===== src/rtl/lsu_mmio_ctrl.sv =====
`default_nettype none
// ============================================================================
// Module      : lsu_mmio_ctrl
// Description : Load/store unit for the multicycle core. Accepts one request
//               at a time and routes it either to data memory (variable
//               latency, mem_ready handshake) or to N_IO on-chip I/O channels
//               mapped in a 16-word window starting at IO_BASE.
//               Optional feature macro: LSU_TIMEOUT_EN (memory wait timeout).
// Revision    : 1.0 - initial release
// ============================================================================
module lsu_mmio_ctrl #(
    parameter int          DW      = 16,
    parameter int          AW      = 16,
    parameter int          N_IO    = 2,
    parameter int unsigned IO_BASE = 'hFF00,
    parameter int          TIMEOUT = 255
) (
    input  logic                 clock_i,
    input  logic                 rst_i,
    // core request
    input  logic                 req_valid_i,
    output logic                 req_ready_o,
    input  logic                 req_write_i,
    input  logic [AW-1:0]        req_addr_i,
    input  logic [DW-1:0]        req_wdata_i,
    // core response
    output logic                 resp_valid_o,
    output logic [DW-1:0]        resp_rdata_o,
    output logic                 resp_err_o,
    // data memory
    output logic [AW-1:0]        mem_addr_o,
    output logic [DW-1:0]        mem_wdata_o,
    output logic                 mem_re_o,
    output logic                 mem_we_o,
    input  logic                 mem_ready_i,
    input  logic [DW-1:0]        mem_rdata_i,
    // I/O channels
    input  logic [N_IO*DW-1:0]   io_in_i,
    output logic [N_IO*DW-1:0]   io_out_o,
    output logic [N_IO-1:0]      io_out_strobe_o
);

    // ------------------------------------------------------------------------
    // Elaboration-time parameter sanity checks
    // ------------------------------------------------------------------------
    if ((N_IO < 1) || (N_IO > 16)) begin : g_bad_n_io
        $error("lsu_mmio_ctrl: N_IO must be in 1..16");
    end

    if ((longint'(IO_BASE) + 64'sd15) > ((longint'(1) << AW) - 64'sd1)) begin : g_bad_io_base
        $error("lsu_mmio_ctrl: I/O window exceeds the address space");
    end

    if (TIMEOUT < 1) begin : g_bad_timeout
        $error("lsu_mmio_ctrl: TIMEOUT must be at least 1");
    end

    // ------------------------------------------------------------------------
    // Constants
    // ------------------------------------------------------------------------
    localparam logic [AW-1:0] c_io_base = AW'(IO_BASE);
    localparam logic [AW-1:0] c_io_last = AW'(IO_BASE + 15);

`ifdef LSU_TIMEOUT_EN
    localparam int            c_cw      = (TIMEOUT > 1) ? $clog2(TIMEOUT + 1) : 1;
    localparam logic [c_cw-1:0] c_tmo   = c_cw'(TIMEOUT);
`endif

    typedef enum logic [1:0] {
        S_IDLE = 2'd0,
        S_MEM  = 2'd1,
        S_RESP = 2'd2
    } state_e;

    // ------------------------------------------------------------------------
    // Registers (every output is driven straight from one of these)
    // ------------------------------------------------------------------------
    state_e                       state_q;
    logic                         req_ready_q;
    logic                         resp_valid_q;
    logic [DW-1:0]                resp_rdata_q;
    logic                         resp_err_q;
    logic [AW-1:0]                mem_addr_q;
    logic [DW-1:0]                mem_wdata_q;
    logic                         mem_re_q;
    logic                         mem_we_q;
    logic [N_IO-1:0][DW-1:0]      io_out_q;
    logic [N_IO-1:0]              io_strobe_q;
`ifdef LSU_TIMEOUT_EN
    logic [c_cw-1:0]              wait_cnt_q;
`endif

    // ------------------------------------------------------------------------
    // Address decode of the incoming request
    // ------------------------------------------------------------------------
    logic                         w_in_win;
    logic [3:0]                   w_chan;
    logic                         w_io_hit;
    logic [N_IO-1:0]              w_chan_sel;
    logic [DW-1:0]                w_io_rdata;

    // Unsigned range check first, so addresses below IO_BASE never alias
    // into the window through subtraction wrap-around.
    assign w_in_win = (req_addr_i >= c_io_base) && (req_addr_i <= c_io_last);
    assign w_chan   = 4'(req_addr_i - c_io_base);
    assign w_io_hit = w_in_win && ({1'b0, w_chan} < 5'(N_IO));

    // One-hot channel select and read mux over the input channels
    always_comb begin
        w_chan_sel = '0;
        w_io_rdata = '0;
        for (int i = 0; i < N_IO; i++) begin
            if (w_chan == 4'(i)) begin
                w_chan_sel[i] = 1'b1;
                w_io_rdata    = io_in_i[i*DW +: DW];
            end
        end
    end

    // ------------------------------------------------------------------------
    // Control FSM with registered outputs
    // ------------------------------------------------------------------------
    always_ff @(posedge clock_i or posedge rst_i) begin
        if (rst_i) begin
            state_q      <= S_IDLE;
            req_ready_q  <= 1'b1;
            resp_valid_q <= 1'b0;
            resp_rdata_q <= '0;
            resp_err_q   <= 1'b0;
            mem_addr_q   <= '0;
            mem_wdata_q  <= '0;
            mem_re_q     <= 1'b0;
            mem_we_q     <= 1'b0;
            io_out_q     <= '0;
            io_strobe_q  <= '0;
`ifdef LSU_TIMEOUT_EN
            wait_cnt_q   <= '0;
`endif
        end else begin
            case (state_q)
                S_IDLE: begin
                    if (req_valid_i && req_ready_q) begin
                        req_ready_q <= 1'b0;
                        if (w_io_hit) begin
                            // I/O channel: completes without touching memory
                            state_q      <= S_RESP;
                            resp_valid_q <= 1'b1;
                            resp_err_q   <= 1'b0;
                            if (req_write_i) begin
                                resp_rdata_q <= '0;
                                io_strobe_q  <= w_chan_sel;
                                for (int i = 0; i < N_IO; i++) begin
                                    if (w_chan_sel[i]) begin
                                        io_out_q[i] <= req_wdata_i;
                                    end
                                end
                            end else begin
                                resp_rdata_q <= w_io_rdata;
                            end
                        end else if (w_in_win) begin
                            // Unpopulated channel in the I/O window
                            state_q      <= S_RESP;
                            resp_valid_q <= 1'b1;
                            resp_err_q   <= 1'b1;
                            resp_rdata_q <= '0;
                        end else begin
                            // Data memory access, strobes held until mem_ready
                            state_q     <= S_MEM;
                            mem_addr_q  <= req_addr_i;
                            mem_wdata_q <= req_wdata_i;
                            mem_re_q    <= ~req_write_i;
                            mem_we_q    <= req_write_i;
`ifdef LSU_TIMEOUT_EN
                            wait_cnt_q  <= '0;
`endif
                        end
                    end
                end

                S_MEM: begin
                    if (mem_ready_i) begin
                        // A ready on the timeout cycle still completes normally
                        state_q      <= S_RESP;
                        resp_valid_q <= 1'b1;
                        resp_err_q   <= 1'b0;
                        resp_rdata_q <= mem_re_q ? mem_rdata_i : '0;
                        mem_addr_q   <= '0;
                        mem_wdata_q  <= '0;
                        mem_re_q     <= 1'b0;
                        mem_we_q     <= 1'b0;
`ifdef LSU_TIMEOUT_EN
                    end else if (wait_cnt_q == c_tmo) begin
                        // Memory never answered: abandon the access
                        state_q      <= S_RESP;
                        resp_valid_q <= 1'b1;
                        resp_err_q   <= 1'b1;
                        resp_rdata_q <= '0;
                        mem_addr_q   <= '0;
                        mem_wdata_q  <= '0;
                        mem_re_q     <= 1'b0;
                        mem_we_q     <= 1'b0;
                    end else begin
                        wait_cnt_q   <= wait_cnt_q + 1'b1;
`endif
                    end
                end

                S_RESP: begin
                    // Single-cycle response, then reopen for the next request
                    state_q      <= S_IDLE;
                    req_ready_q  <= 1'b1;
                    resp_valid_q <= 1'b0;
                    resp_err_q   <= 1'b0;
                    resp_rdata_q <= '0;
                    io_strobe_q  <= '0;
                end

                default: begin
                    state_q      <= S_IDLE;
                    req_ready_q  <= 1'b1;
                    resp_valid_q <= 1'b0;
                    resp_err_q   <= 1'b0;
                    resp_rdata_q <= '0;
                    mem_re_q     <= 1'b0;
                    mem_we_q     <= 1'b0;
                    io_strobe_q  <= '0;
                end
            endcase
        end
    end

    // ------------------------------------------------------------------------
    // Output wiring
    // ------------------------------------------------------------------------
    assign req_ready_o     = req_ready_q;
    assign resp_valid_o    = resp_valid_q;
    assign resp_rdata_o    = resp_rdata_q;
    assign resp_err_o      = resp_err_q;
    assign mem_addr_o      = mem_addr_q;
    assign mem_wdata_o     = mem_wdata_q;
    assign mem_re_o        = mem_re_q;
    assign mem_we_o        = mem_we_q;
    assign io_out_o        = io_out_q;
    assign io_out_strobe_o = io_strobe_q;

endmodule
`default_nettype wire


===== config.mk =====
export PLATFORM = sky130hd
export DESIGN_NAME = lsu_mmio_ctrl
export DESIGN_NICKNAME = d
export VERILOG_FILES = /design/src/rtl/lsu_mmio_ctrl.sv
export SDC_FILE = /design/constraint.sdc
export NUM_CORES = 1
export LEC_CHECK = 0
export CORE_MARGIN = 4
export CORE_UTILIZATION = 45
export DETAILED_ROUTE_END_ITERATION = 12
export PLACE_DENSITY = 0.94
export SLEW_MARGIN = 20
export SYNTH_ARGS = -nofsm -noshare
export SYNTH_HDL_FRONTEND = slang
export SYNTH_SLANG_ARGS = --single-unit

===== constraint.sdc =====
create_clock -name clock_i -period 7.1 [get_ports clock_i]
set_clock_uncertainty 0.05 [all_clocks]
set_input_delay 0.71 -clock clock_i [delete_from_list [all_inputs] [get_ports clock_i]]
set_output_delay 0.71 -clock clock_i [all_outputs]
set_load 0.1 [all_outputs]

==> results.rst <==
.. list-table::
   :header-rows: 1

   * - Metric
     - Value
   * - Number of CTS-inserted buffers
     - 9
   * - Flop-to-flop setup slack
     - 4.86 ns
   * - Starting density of the core
     - 0.470
   * - Vias in the first global route
     - 3393
   * - WL met3
     - 959 um
   * - Cell count after placement
     - approximately 540
   * - Die boundary height
     - 101 um
   * - Part of the cycle the worst path needs
     - 0.424
   * - Most frequent cells in the layout
     - sky130_fd_sc_hd__clkdlybuf4s50_1 (171), sky130_fd_sc_hd__dfrtp_1 (88), sky130_fd_sc_hd__a22o_1 (53), sky130_fd_sc_hd__mux2_4 (20), sky130_fd_sc_hd__nand2_1 (19)
   * - Overall fraction of global-route tracks in use
     - 0.212
   * - Number of search-and-repair iterations in the first detailed-routing pass
     - 4
   * - Largest net degree at the start of global routing
     - 90
   * - Routed length on met1
     - 4290 um
   * - Required time at the worst-slack endpoint
     - around 7.3 ns
   * - Worst-case hold slack
     - between 0.4 and 0.5 ns
   * - Post-layout instance area
     - a little under 6000 um^2
   * - Count of fill cells added during filler insertion
     - 575
   * - Setup fix buffers added after clock tree synthesis
     - 0
   * - Total number of vias
     - between 3000 and 4000
   * - Total number of H-tree levels
     - 3
   * - Number of buffer cells added on primary ports
     - 171
   * - Utilization of the core after routing
     - 0.706
   * - Post_cts resized
     - 0
   * - Startpoint-to-endpoint class of the critical path
     - in2reg
   * - Reported max-cap violation count
     - 0
   * - Syn Nets
     - 367
   * - Storage element area
     - 2230 um^2
   * - Global-route wire length before repair
     - ~17000 um
   * - Netlist area before placement
     - between 3000 and 4000 um^2
   * - Root cell of the clock tree
     - sky130_fd_sc_hd__clkbuf_8
   * - Synthesized area per cell
     - around 14 um^2
   * - Cts hold-fix bufs
     - 0
   * - Top fanout value on the critical path
     - 32
   * - Die width
     - 101 um
   * - CTS sink count
     - 89
   * - Count of endpoints failing hold in the final timing report
     - 0
   * - Fraction of power consumed by the clock network
     - 0.382
   * - Yosys Warn Count
     - 0
   * - Worst-case setup margin in the final layout
     - 4.09 ns
   * - Most common library cell in the layout ignoring fill and taps
     - sky130_fd_sc_hd__clkdlybuf4s50_1
   * - Peak ir drop on the vdd network
     - 0.114 mV
   * - Relative contribution of combinational cells to total power
     - 0.082
   * - Slew headroom
     - 0.312
   * - Worst slew pin tran
     - 1.03 ns
   * - I/O pin count
     - roughly 170
   * - Antenna Nets Post-Route
     - 0
   * - Sum of routed wire length over all layers
     - 10800 um
   * - Timing-limited maximum frequency
     - approximately 0.33 GHz
   * - Total grt overflow
     - 0
   * - Worst setup SP type
     - input port
   * - Kind of end point of the critical path
     - register
   * - CP arrival
     - approximately 3.2 ns
   * - Power dissipated by switching net loads
     - 221 uW
   * - Latest clock arrival within the worst-skew pair
     - 0.34 ns
   * - HPWL after detailed placement
     - 7940 um
   * - Status
     - finished, final reports clean
   * - Final number of setup-violating endpoints
     - 0
   * - Pleak
     - 2.68 nW
   * - Proportion of power drawn by flip-flops and latches
     - 0.536
   * - Switching part of the total
     - 0.234
   * - Power Internal
     - 724 uW
   * - Clock-pin slew on the worst setup and hold paths
     - roughly 0.10 ns
   * - Post-route setup TNS
     - 0 ns
   * - Final estimated routing congestion in global placement
     - 0.813
   * - Power after layout
     - 945 uW
   * - Crit path time final
     - 3.01 ns
   * - Number of distinct library cells after synthesis
     - 36
   * - Number of antenna violations at the first check in global routing
     - 0
   * - Floorplan die area
     - 10300 um^2
   * - DRC errors left
     - 0
   * - Sequential fraction of the synthesis area
     - 0.569
   * - Cell area reported after detailed placement
     - 5670 um^2
   * - Synthesized instance count
     - 282
   * - Antenna diode count
     - 0
   * - Register bit total from synthesis
     - between 80 and 90
   * - Routed via count divided by cell count
     - 5.56
   * - Floorplan core area
     - 8340 um^2
   * - Power density normalized to cell area
     - 161 nW/um^2
   * - Unrepaired setup endpoints after global routing
     - no
   * - Floorplan row count
     - 33
   * - Post-route non-filler standard cell count
     - roughly 560
   * - Area of combinational cells with multiple inputs
     - 1570 um^2
   * - Average wire length per cell after detail routing
     - 19.4 um
   * - Max Used Layer
     - met4
   * - Iter 0 DRT Violations
     - 103
   * - Final net count
     - 532
   * - CTS tree
     - yes
   * - Proportion of layout cells with a drive suffix above 1
     - 0.139
   * - Met2 wire length
     - 5380 um
   * - Worst hold-check path type
     - reg2reg
   * - Max-slew violation count
     - 0
   * - Post-synthesis to final-layout area growth
     - 50.2%
   * - Worst-case clock buffer depth
     - 2
   * - Pre-CTS setup slack
     - 3.73 ns
[cell families after synthesis]
group / share of synthesized area
DFF: 0.569
and+or+nand+nor: 0.0757
muxes: 0.152
buffers and inverters: 0.0348
AOI/OAI and AO/OA: 0.169
[metal layers]
metal,vias to the layer above,GRT usage
li1,1389,-
met1,1550,0.251
met2,141,0.359
met3,16,0.0771
met4,0,0.0675
met5,-,0
[power by group through the flow]
| stage | clock network [mW] | logic (mW) | registers, mW |
|---|---|---|---|
| after global routing | 0.392 | 0.0831 | 0.507 |
| final | 0.361 | 0.0775 | 0.506 |
| after CTS | 0.369 | 0.0779 | 0.506 |
| after floorplan | 0 | 0.0200 | 0.517 |
| after detailed placement | 0 | 0.0775 | 0.517 |
| after global placement | 0 | 0.0756 | 0.516 |
[critical path, cell delays in order]
cell and delay (ns):
sky130_fd_sc_hd__clkdlybuf4s50_1 0.50, sky130_fd_sc_hd__nand4_1 0.25, sky130_fd_sc_hd__or3_1 0.68, sky130_fd_sc_hd__o21ai_4 0.81
sky130_fd_sc_hd__a22o_1 0.27
[sequential cells by signal, indices dropped and copies added (netlist names)]
| signal | cells |
|---|---|
| resp_err_o | 1 |
| mem_wdata_o | 16 |
| mem_addr_o | 16 |
| state_q | 2 |
| resp_rdata_o | 16 |
| mem_we_o | 1 |
| mem_re_o | 1 |
| req_ready_o | 1 |
| resp_valid_o | 1 |
| io_out_strobe_o | 2 |
| io_out_o | 32 |
[cell usage after synthesis]
cell type,n,share of area
sky130_fd_sc_hd__a21o_1,2,0.0038
sky130_fd_sc_hd__a21oi_1,4,0.0051
sky130_fd_sc_hd__a22o_1,53,0.12
sky130_fd_sc_hd__and3_1,1,0.0016
sky130_fd_sc_hd__and3b_1,1,0.0022
sky130_fd_sc_hd__buf_2,7,0.0089
sky130_fd_sc_hd__buf_4,4,0.0077
sky130_fd_sc_hd__buf_6,3,0.0086
sky130_fd_sc_hd__clkbuf_1,6,0.0057
sky130_fd_sc_hd__dfrtp_1,88,0.56
sky130_fd_sc_hd__dfstp_2,1,0.0067
sky130_fd_sc_hd__inv_1,4,0.0038
sky130_fd_sc_hd__mux2_2,12,0.034
sky130_fd_sc_hd__mux2_4,20,0.077
sky130_fd_sc_hd__mux2i_1,16,0.041
sky130_fd_sc_hd__nand2_1,19,0.018
sky130_fd_sc_hd__nand2b_1,1,0.0016
sky130_fd_sc_hd__nand3_1,1,0.0013
sky130_fd_sc_hd__nand3_4,2,0.0089
sky130_fd_sc_hd__nand3b_1,1,0.0019
sky130_fd_sc_hd__nand4_1,1,0.0016
sky130_fd_sc_hd__nand4bb_4,2,0.014
sky130_fd_sc_hd__nor2_1,1,0.00096
sky130_fd_sc_hd__nor2_2,1,0.0016
sky130_fd_sc_hd__nor2b_1,1,0.0016
sky130_fd_sc_hd__nor3_1,4,0.0051
sky130_fd_sc_hd__nor3_2,1,0.0026
sky130_fd_sc_hd__nor4_1,1,0.0016
sky130_fd_sc_hd__nor4_2,1,0.0032
sky130_fd_sc_hd__nor4b_4,1,0.0061
sky130_fd_sc_hd__o21a_1,1,0.0019
sky130_fd_sc_hd__o21ai_0,1,0.0013
sky130_fd_sc_hd__o21ai_1,1,0.0013
sky130_fd_sc_hd__o21ai_4,1,0.0042
sky130_fd_sc_hd__o31ai_1,17,0.033
sky130_fd_sc_hd__or3_1,1,0.0016
[final timing paths]
kind | cells past startpoint | end | start
setup / recovery | 5 | mem_wdata_o[0] | req_addr_i[12]
hold / removal | 1 | io_out_o[30] | io_out_o[30]
setup reg to reg | 4 | resp_rdata_o[9] | state_q[0]
hold reg to reg | 1 | io_out_o[30] | io_out_o[30]
max in group asynchronous | 3 | resp_rdata_o[13] | rst_i
min in group asynchronous | 3 | mem_wdata_o[11] | rst_i
[area by class of cell]
class | instances | share of cell area
Timing Repair Buffer | 174 | 0.295
Multi-Input combinational cell | 169 | 0.266
Clock buffer | 9 | 0.0211
Clock inverter | 7 | 0.0138
Tap cell | 105 | 0.0223
Sequential cell | 89 | 0.379
Inverter | 4 | 0.00276
Power figures use the tool's default switching activity.
==> patch 1: new RTL, same settings <==
Encoding of `state_e`: now one-hot (3 bits for 3 states).
--- a/src/rtl/lsu_mmio_ctrl.sv
+++ b/src/rtl/lsu_mmio_ctrl.sv
@@ -67,8 +67,8 @@
 `endif
 
-    typedef enum logic [1:0] {
-        S_IDLE = 2'd0,
-        S_MEM  = 2'd1,
-        S_RESP = 2'd2
+    typedef enum logic [2:0] {
+        S_IDLE = 3'b001,
+        S_MEM  = 3'b010,
+        S_RESP = 3'b100
     } state_e;
 
Formal check against the unedited RTL: no difference found for any inputs over 4 cycles, from zero or initial values and one cycle with rst_i high; so few cycles prove little.
==> patch 1 against the original RTL <==
  * Critical path type unchanged
  * Sequential cell count increased by 1
  * Cell count up 1.8%
  * Routed wire length increased by 5.0%
  * Synthesized area decreased by 0.67%
  * First-iteration DRC count grew 28%
  * Design area rose by 0.64%
  * Setup slack worse by 680 ps
Power is not compared: it rests on default switching activity, and its combinational part moved more than twofold at a synthesized area within 25%.
==> patch 1: results (changes against the original RTL) <==
Status
  – Status: completed

Place
  – Area after DPL: 5680 um2 (about the same)
  – IO Port Bufs: 171 (unchanged)
  – Place WS: 3050 ps (-683 ps)
  – GPL Wtd Cong: 0.898 (+10%)
  – Post-DP HPWL: 8350 um (+5.3%)

Route
  – Vias per cell: 5.60 (+0.71%)
  – 1st-iter DRT viols: 132 (+28%)
  – Routed len/inst: 20.0 um (+3.2%)
  – First-pass detailed-route iteration total: 4 (unchanged)

Final layout
  – Max reg flops: 32 (unchanged)
  – # fillers: 599 (+4.2%)
  – Number of diodes: 0 (unchanged)
  – Fin nets: 542 (+1.9%)
  – Share of layout cells above drive strength 1: 17.3% (+3.4 points)

Clock tree
  – Post-CTS Setup Bufs: 0 (unchanged)
  – H-tree level count: 3 (unchanged)
  – Clk slew on worst S/H paths: 90 ps
  – Clock root cell: clkbuf_8
  – Inserted Clock Buffers: 9 (unchanged)
  – Worst-Skew Late Latency: 350 ps
  – Cts repair resizes: 0 (unchanged)
  – CTS max path bufs: 2 (unchanged)

Logic synthesis
  – Post-synthesis sequential area ratio: 57.9% (+1.1 points)
  – Main area contributors after synthesis: dfrtp_1 57%, mux2_2 14%, a22o_1 7.2%
  – Netlist cell types: 40 (+11%)
  – YS warnings: 0 (unchanged)
  – FFs w/ async S/R, synth: 100% (unchanged)
  – Post-synth top flop: dfrtp_1
  – Syn_nets: 377 (+2.7%)
  – Commonest cells post-synth: 88 x dfrtp_1, 49 x mux2_2, 32 x a22o_1

Power
  – Max IR drop VDD: 0.000264 V
  – Switching power total: 1070 uW
  – Leak: 0.00263 uW

Setup path
  – Slowest stage delay, CP: 1020 ps (+210 ps)
  – CP Data Arrival Time: 3870 ps (+630 ps)
  – Crit. Startpoint: req_addr_i[7]
  – Worst R2R Start: state_q[0]
  – Slowest-stage cell, CP: nor4_4
  – CP top delay family: simple AND/OR/NAND/NOR gates
  – Max FO, Critical Path: 19 (-41%)

Global routing
  – Global-route wire length before repair: 18,000 um (+5.8%)
  – Largest net degree at the start of global routing: 91 (+1.1%)
  – Gr usage total: 22.6% (+1.4 points)
  – Vias in the first global route: 3,419 (+0.77%)
  – Initial antenna violation count: 0 (unchanged)

STA
  – Slew HR: 30.6% (-0.54 points)

Min path
  – Hold Crit Class: reg2reg
  – Hold_sp: io_out_strobe_o[0]
[patch 1: cell types whose count changed after synthesis, moves of 3 or more]
cell,delta
a21oi_1,-3
a22o_1,-21
buf_1,+5
buf_2,-7
buf_4,-4
clkbuf_1,+5
mux2_2,+37
mux2_4,-20
nand2_1,+3
o22ai_1,+4
o31ai_1,-16
o41ai_1,+16
[patch 1: worst paths after layout]
| path | slack (ps) | endpoint | depth (start not counted) |
|---|---|---|---|
| min reg2reg | 450 | io_out_strobe_o[0] | 1 |
| min | 450 | io_out_strobe_o[0] | 1 |
| min in group asynchronous | 820 | resp_rdata_o[15] | 3 |
| max | 3410 | io_out_o[27] | 5 |
| max reg2reg | 4070 | io_out_o[15] | 4 |
| max in group asynchronous | 5590 | resp_rdata_o[4] | 3 |
[patch 1: area by class of cell]
cell class / instances / area, um2 / share of cell area, %
Clock inverter: 5 / 82.6 / 1.39
Clock buffer: 11 / 151 / 2.56
Sequential cell: 90 / 2250 / 38.1
Tap cell: 105 / 131 / 2.22
Inverter: 5 / 20.0 / 0.338
Timing Repair Buffer: 174 / 1730 / 29.3
Multi-Input combinational cell: 177 / 1550 / 26.2
[patch 1: stage by stage]
step                power (uW)  utilization, %  std cells
floorplan                 1510               -        292
global placement          1800            68.4        551
detailed placement        1820            68.4        551
CTS                       2220            71.2        567
global route              2310            71.4        567
finish                    2220            71.4        567
[patch 1: routing by layer]
metal	track usage [%]	vias to the layer above	part of all wire, %
li1	-	1434	-
met1	27.9	1604	38
met2	38.9	121	53
met3	6.71	15	7.4
met4	5.73	0	1.5
met5	0	-	0
[patch 1: logic make-up after synthesis]
logic type      synth area share, %
simple gates                   6.72
mux                            18.3
compound gates                 14.0
buf+inv                        3.02
flops                          57.9
[patch 1: power groups by stage]
stage / logic (uW) / clock network [uW] / registers [uW]
5_1_grt: 1200 / 432 / 673
3_3_place_gp: 1130 / 0 / 666
6_report: 1150 / 403 / 663
3_5_place_dp: 1150 / 0 / 671
4_1_cts: 1150 / 410 / 662
2_1_floorplan: 304 / 0 / 1210
==> patch 2: new RTL, same settings <==
Made on the original files. The parameter `DW` goes from 16 to 24.
--- a/src/rtl/lsu_mmio_ctrl.sv
+++ b/src/rtl/lsu_mmio_ctrl.sv
@@ -10,5 +10,5 @@
 // ============================================================================
 module lsu_mmio_ctrl #(
-    parameter int          DW      = 16,
+    parameter int          DW      = 24,
     parameter int          AW      = 16,
     parameter int          N_IO    = 2,
Interface: changed (6 resized); port bits go from 172 to 236. No check against the original RTL was run, so the function may have changed too.
==> patch 2 against the original RTL <==
  * Setup slack lost 220 ps
  * Core utilization up 1.2 points
  * Sequential cell count rose by 32
  * Hold slack got worse by 9.3 ps
  * Routed wire length rose by 51%
  * Synthesized area is 40% higher
  * Largest power group is now clock
  * Maximum frequency fell by 6.7%
  * Register-to-register slack lost 260 ps
  * Power rose by 84%
  * Non-clock buffer count grew 65
  * Design area rose by 46%
  * Critical path depth is the same
  * Sequential share of layout area down 2.7 points
  * Critical path type unchanged
  * Count of clock-buffer cells in the layout up 9
==> patch 2: results (changes against the original RTL) <==
Status
  – Status: completed

Clock tree
  – Worst-Skew Late Latency: 400 ps (+60 ps)
  – Inserted Clock Buffers: 17 (+8)
  – H-tree level count: 4 (+1)
  – Clock root cell: clkbuf_16

Route
  – Vias per cell: 5.37 (-3.4%)
  – Routed len/inst: 19.3 um (-0.70%)
  – 1st-iter DRT viols: 312 (+200%)
  – First-pass detailed-route iteration total: 7 (+3)

Place
  – Area after DPL: 7950 um2 (+40%)
  – GPL Wtd Cong: 0.852 (+4.9%)

Final layout
  – Max reg flops: 48 (+50%)
  – Share of layout cells above drive strength 1: 13.2% (-0.69 points)

Logic synthesis
  – Commonest cells post-synth: 120 x dfrtp_1, 68 x nand2_1, 64 x mux2i_1
  – Main area contributors after synthesis: dfrtp_1 55%, mux2i_1 12%, mux2_2 6.1%
  – Netlist cell types: 34 (-5.6%)
  – Compound-cell area share of the yosys netlist: 8.84% (-8.0 points)

Power
  – Leak: 0.00443 uW (+66%)
  – Max IR drop VDD: 0.000133 V (+17%)

Min path
  – Hold_sp: io_out_o[37]
  – Hold Path End: io_out_o[37]

Setup path
  – Worst R2R Start: req_ready_o
  – CP Data Arrival Time: 3450 ps (+210 ps)
  – Setup slack, reg-to-reg: 4600 ps (-260 ps)
  – R2r endpoint: io_out_o[22]

Global routing
  – Global-route wire length before repair: 26,400 um (+55%)
  – Initial antenna violation count: 0 (unchanged)
  – Gr usage total: 23.5% (+2.3 points)
  – Largest net degree at the start of global routing: 67 (-26%)

STA
  – Slew @ Worst Pin: 1040 ps (+5.93 ps)
==> patch 2: cell count changes in the layout (fill, tap and decap cells not counted), sizes merged, moves of 4 or more <==
cell	before	now
clkdlybuf4s50	171	235
nand2	19	68
mux2i	16	64
inv	8	46
dfrtp	88	120
a22o	53	25
mux2	32	50
clkbuf	9	18
o31ai	17	24
clkinv	1	7
bufinv	1	5
==> patch 2: per-layer routing <==
layer | vias to the layer above | track usage, % | part of all wire, %
met5 | - | 0 | 0
met2 | 214 | 41.6 | 52
met4 | 0 | 9.63 | 2.6
met1 | 2254 | 25.5 | 37
li1 | 2057 | - | -
met3 | 33 | 8.18 | 7.6
==> patch 2: worst max path at each step <==
stage	to	slack, ps	depth (start not counted)
after floorplan	io_out_o[0]	3130	1
after global placement	io_out_o[12]	3570	5
after detailed placement	io_out_o[22]	3500	5
after CTS	io_out_o[7]	3920	5
after global routing	resp_rdata_o[6]	3850	5
final	io_out_o[22]	3880	5
==> patch 2: critical path, cell delays in order <==
cell and delay (ps):
clkdlybuf4s50_1 420, or4b_1 570, or3_4 540, or4_4 790, mux2_4 390
==> patch 2: cells by family (layout without fill, tap and decap cells) <==
group | Yosys count | in the layout
compound gates | 63 | 63
buf+inv | 74 | 315
flops | 121 | 121
mux | 114 | 114
simple gates | 89 | 89
==> patch 2: cell type report <==
| class | instances | area (um2) |
|---|---|---|
| sequential | 121 | 3030 |
| timing repair buffer | 239 | 2380 |
| clock inverter | 14 | 221 |
| inverter | 44 | 168 |
| multi-input combinational | 266 | 2200 |
| tap | 147 | 184 |
| clock buffer | 18 | 429 |
| fill | 811 | 3400 |
==> patch 2: power groups by stage <==
stage / clock [uW] / combinational, uW / sequential, uW
after floorplan: 0 / 30.0 / 702
after CTS: 953 / 111 / 690
after global routing: 990 / 119 / 690
after detailed placement: 0 / 110 / 702
final: 939 / 110 / 690
after global placement: 0 / 105 / 702
==> patch 2: per-stage QoR <==
stage / hold WS [ps] / total power [uW] / util (%) / std cells
finish: 452 / 1740 / 71.7 / 849
global route: 476 / 1800 / 71.7 / 849
CTS: 456 / 1750 / 71.6 / 849
detailed placement: 441 / 812 / 66.2 / 817
global placement: 436 / 808 / 66.2 / 817
floorplan: 576 / 732 / - / 461
